## src/rtl/pipeline_stall_controller.sv

```systemverilog
// Pipeline stall/flush controller: load-use interlock, branch squash,
// and multdiv launch/wait sequencing with a watchdog and stall counter.
module pipeline_stall_controller #(
  parameter int CNT_W  = 32,
  parameter int MD_MAX = 40
) (
  input  logic             clock,
  input  logic             reset,
  input  logic             load_use_stall,
  input  logic             dx_is_md,
  input  logic             md_ready,
  input  logic             md_exception,
  input  logic             branch_taken,
  output logic             pc_en,
  output logic             fd_en,
  output logic             dx_en,
  output logic             xm_en,
  output logic             mw_en,
  output logic             fd_flush,
  output logic             dx_flush,
  output logic             mw_bubble,
  output logic             md_start,
  output logic             md_busy,
  output logic             md_timeout,
  output logic [CNT_W-1:0] stall_count
);

  localparam int WC_W = (MD_MAX < 1) ? 1 : $clog2(MD_MAX + 1);

  localparam logic [1:0] RUN      = 2'd0;
  localparam logic [1:0] MD_START = 2'd1;
  localparam logic [1:0] MD_WAIT  = 2'd2;

  logic [1:0]       state_q, state_d;
  logic [1:0]       st;
  logic [WC_W-1:0]  wcnt_q, wcnt_d;
  logic [CNT_W-1:0] cnt_q, cnt_d;

  // Exception is consumed by the writeback path, not by sequencing.
  logic unused_md_exception;
  assign unused_md_exception = md_exception;

  always_comb begin
    st         = reset ? RUN : state_q;
    state_d    = st;
    wcnt_d     = wcnt_q;
    pc_en      = 1'b1;
    fd_en      = 1'b1;
    dx_en      = 1'b1;
    xm_en      = 1'b1;
    mw_en      = 1'b1;
    fd_flush   = 1'b0;
    dx_flush   = 1'b0;
    mw_bubble  = 1'b0;
    md_start   = 1'b0;
    md_timeout = 1'b0;
    md_busy    = (st == MD_START) || (st == MD_WAIT);
    case (st)
      RUN: begin
        if (dx_is_md) begin
          {pc_en, fd_en, dx_en, xm_en} = 4'b0000;
          mw_bubble = 1'b1;
          state_d   = MD_START;
          wcnt_d    = '0;
        end else if (branch_taken) begin
          fd_flush = 1'b1;
          dx_flush = 1'b1;
        end else if (load_use_stall) begin
          pc_en    = 1'b0;
          fd_en    = 1'b0;
          dx_flush = 1'b1;
        end
      end
      MD_START: begin
        {pc_en, fd_en, dx_en, xm_en} = 4'b0000;
        mw_bubble = 1'b1;
        md_start  = 1'b1;
        state_d   = MD_WAIT;
      end
      MD_WAIT: begin
        if (md_ready) begin
          state_d = RUN;
        end else if (wcnt_q == WC_W'(MD_MAX)) begin
          // Watchdog squashes the stuck md insn and resumes fetch.
          md_timeout = 1'b1;
          dx_flush   = 1'b1;
          state_d    = RUN;
        end else begin
          {pc_en, fd_en, dx_en, xm_en} = 4'b0000;
          mw_bubble = 1'b1;
          wcnt_d    = wcnt_q + WC_W'(1);
        end
      end
      default: state_d = RUN;
    endcase
    cnt_d = cnt_q + CNT_W'(!reset && !pc_en);
  end

  always_ff @(posedge clock) begin
    if (reset) begin
      state_q <= RUN;
      wcnt_q  <= '0;
      cnt_q   <= '0;
    end else begin
      state_q <= state_d;
      wcnt_q  <= wcnt_d;
      cnt_q   <= cnt_d;
    end
  end

  assign stall_count = cnt_q;

endmodule

```

## config.mk

```make
export PLATFORM = sky130hd
export DESIGN_NAME = pipeline_stall_controller
export DESIGN_NICKNAME = d
export VERILOG_FILES = /design/src/rtl/pipeline_stall_controller.sv
export SDC_FILE = /design/constraint.sdc
export NUM_CORES = 1
export LEC_CHECK = 0
export CORE_ASPECT_RATIO = 1.75
export CORE_UTILIZATION = 45
export DETAILED_ROUTE_END_ITERATION = 10
export PLACE_DENSITY_LB_ADDON = 0.15
export SYNTH_ARGS = -nofsm -noshare
export SYNTH_HDL_FRONTEND = slang
export SYNTH_SLANG_ARGS = --single-unit
```

## constraint.sdc

```tcl
create_clock -name clock -period 9.8 [get_ports clock]
set_clock_uncertainty 0.1 [all_clocks]
set_input_delay 1.96 -clock clock [delete_from_list [all_inputs] [get_ports clock]]
set_output_delay 1.96 -clock clock [all_outputs]
set_load 0.02 [all_outputs]
```

==> results.yml <==
timing:
  maxSlewViolCount: 0
  whs_ps: 396
  finalSetupViolCount: 0
  rsz0062_at_grt: "false"
  relSlewSlack_pct: 33.0
  finalCritPeriodShare_pct: 70.8
  fin_crit_ps: 6940
  clock.fmax_ghz: 0.144
  worstMarginPinSlew_ps: 1000
  finalHoldViolCount: 0
  fin_setup_tns_ps: 0
setup_path:
  worst_r2r_endpoint: "stall_count[30]"
  slowest_delay_ps: 960
  cp_top_family: "buffers and inverters"
  critPathArrivalTime_ps: 4880
  slowest_stage: "clkdlybuf4s50_1"
  crit_type: "in2out"
  reg2reg_depth: 11
  critPathMaxFanout: 22
  r2r_start: "state_q[1]"
  reg2reg_slack_ps: 6010
  cp.required_ps: 7740
  end_kind: "output pin"
  critPathBufInv: 3
  startpoint_type: "input pin"
  path_cells: "clkdlybuf4s50_1, nor2b_1, inv_1, ha_1, nor2b_1, o21ai_0, a21oi_1, clkdlybuf4s50_1"
power:
  p_switching_mw: 0.0727
  power_frac_seq_pct: 50.6
  swShare_pct: 22.3
  power_density_nw_per_um2: 118
  p_leak_nw: 0.991
  combPwrFrac_pct: 9.0
  p_int_mw: 0.253
  vdd_drop_max_mv: 0.127
  power.share.clock_pct: 40.3
synthesis:
  postSynthAreaPerCell_um2: 8.68
  synth-compound-area-share_pct: 12.7
  syn_area_um2: 2180
  ys.flop_type: "dfxtp_1"
  synth_cells: 251
  synth_nets: 266
  synthSimpleGateAreaFrac_pct: 31.0
  synthAdderAreaFrac_pct: 4.59
  yosys-top-cells-area: "dfxtp_1, ha_1, xnor2_1"
  synth_most_common_cell: "dfxtp_1"
  yosys.area.top_type: "dfxtp_1"
  synthMuxAreaShare_pct: 4.02
  synthDistinctLibCells: 47
  ys_warn_count: 0
  synth_seq_cells: 40
  synth.yosys.seq_area_share_pct: 36.7
  synth_top_family_by_area: "simple AND/OR/NAND/NOR gates"
  ys_async_sr_fraction_pct: 0
  synth_edf_count: 0
  synth_xor_area_share_pct: 5.22
  synth_top_area_share_pct: 36.7
  synth_commonest_cells: "dfxtp_1, nor2_1, a21oi_1"
placement:
  dp.cells: 337
  portBuffers: 47
  dp_hpwl_um: 3120
  placed_area_um2: 2650
  gp_congestion: 0.812
min_path:
  hp-class: "reg2reg"
  hold_end: "state_q[0]"
  min_path_cells: 2
  hp-start: "state_q[0]"
cts:
  cts_buffers: 5
  ctsLongestPathBuffers: 2
  cts_tree: "yes"
  post_cts_resized: 0
  clock_latency_ps: 290
  clock-root-buffer: "clkbuf_8"
  postCtsSetupBuffers: 0
  hold_buffers: 0
  htreeDepth: 2
  clkTransAtPathRegs_ps: 70
  cts.sinks: 40
routing:
  drc: 0
  wl_um: 4350
  antenna_left: 0
  dr.pass1.iters: 5
  vias: 1917
  viasPerCell: 5.56
  initialDrtViolationCount: 19
  wire_per_inst_um: 12.6
global_route:
  grt_pass1_vias: 1702
  track_usage_pct: 18.9
  grt_remaining_overflow: 0
  grt_max_degree: 29
  antenna_found_initial: 0
  grt_pass1_wl_um: 7370
die:
  initial_utilization_pct: 46.7
  die_height_um: 94.1
  die_w_um: 54.6
  row_count: 33
  io_pins: 50
  core_um2: 4670
  die_area_um2: 5140
final_layout:
  fin_cells: 345
  final_layout_size_suffix_gt1_share_pct: 6.14
  fin_area_um2: 2760
  areaGrowthSynthToFinish_pct: 26.4
  nNetsFinal: 307
  fin_util_pct: 59.1
  antenna_cells: 0
job:
  cap_violations: 0
outcome:
  status: "complete, no violations"
## kinds of logic after synthesis
family / count (synthesis)
AND/OR/NAND/NOR: 110
AO/OA/AOI/OAI: 45
flip-flops: 40
buffers and inverters: 26
XOR/XNOR: 13
adder cells (fa/ha/maj): 8
multiplexers: 8
other: 1
## power by group through the flow
stage                     Combinational (mW)  Clock (mW)  Sequential (mW)
final                                 0.0294       0.131            0.165
after global routing                  0.0328       0.139            0.165
after CTS                             0.0298       0.135            0.165
after detailed placement              0.0297           0            0.169
after global placement                0.0296           0            0.169
after floorplan                       0.0174           0            0.170
## per-stage QoR
step / setup slack, ps / power, mW
after floorplan: 4310 / 0.187
after global placement: 2800 / 0.198
after detailed placement: 2810 / 0.198
after CTS: 2790 / 0.330
after global routing: 2590 / 0.337
final: 2860 / 0.326
## per-layer routing
metal | global-route usage [%] | vias to the layer above | share of wire (%)
li1 | - | 976 | -
met1 | 21.0 | 898 | 44
met2 | 33.2 | 37 | 51
met3 | 4.05 | 6 | 4.1
met4 | 7.05 | 0 | 1.5
met5 | 0 | - | 0
## final cells by class
| cell class | count | area (µm²) |
|---|---|---|
| well taps | 52 | 65.1 |
| inverters | 12 | 45.0 |
| fillers | 438 | 1910 |
| clock buffers | 6 | 72.6 |
| multi-input cells | 185 | 1260 |
| flip-flops and latches | 40 | 801 |
| repair buffers | 48 | 478 |
| clock inverters | 2 | 35.0 |
## worst max path at each step
stage	from	endpoint	cells past startpoint
final	reset	dx_flush	8
after global routing	reset	dx_flush	8
after global placement	reset	dx_flush	8
after CTS	reset	dx_flush	8
after detailed placement	reset	dx_flush	8
after floorplan	reset	dx_flush	6
## worst reg2reg max path: cells and delay by family, from the launching register on
kind,cells,cell delay (ps)
AND/OR/NAND/NOR,5,1400
adder cells (fa/ha/maj),3,840
AO/OA/AOI/OAI,1,550
multiplexers,1,380
flip-flops,1,310
buffers and inverters,1,110
## flip-flops by register name (all words and copies together) (netlist names)
register     cells
wcnt_q           6
stall_count     32
state_q          2
## cell usage in the layout (no fill, tap or decap), types with 8 or more instances in the layout
cell,n
clkdlybuf4s50_1,47
o21ai_0,11
nand2_1,10
nor2_1,23
dfxtp_1,40
xnor2_1,11
nand3_1,14
inv_1,12
nor2b_1,12
ha_1,8
a21oi_1,16
(Power assumes the default switching activity.)
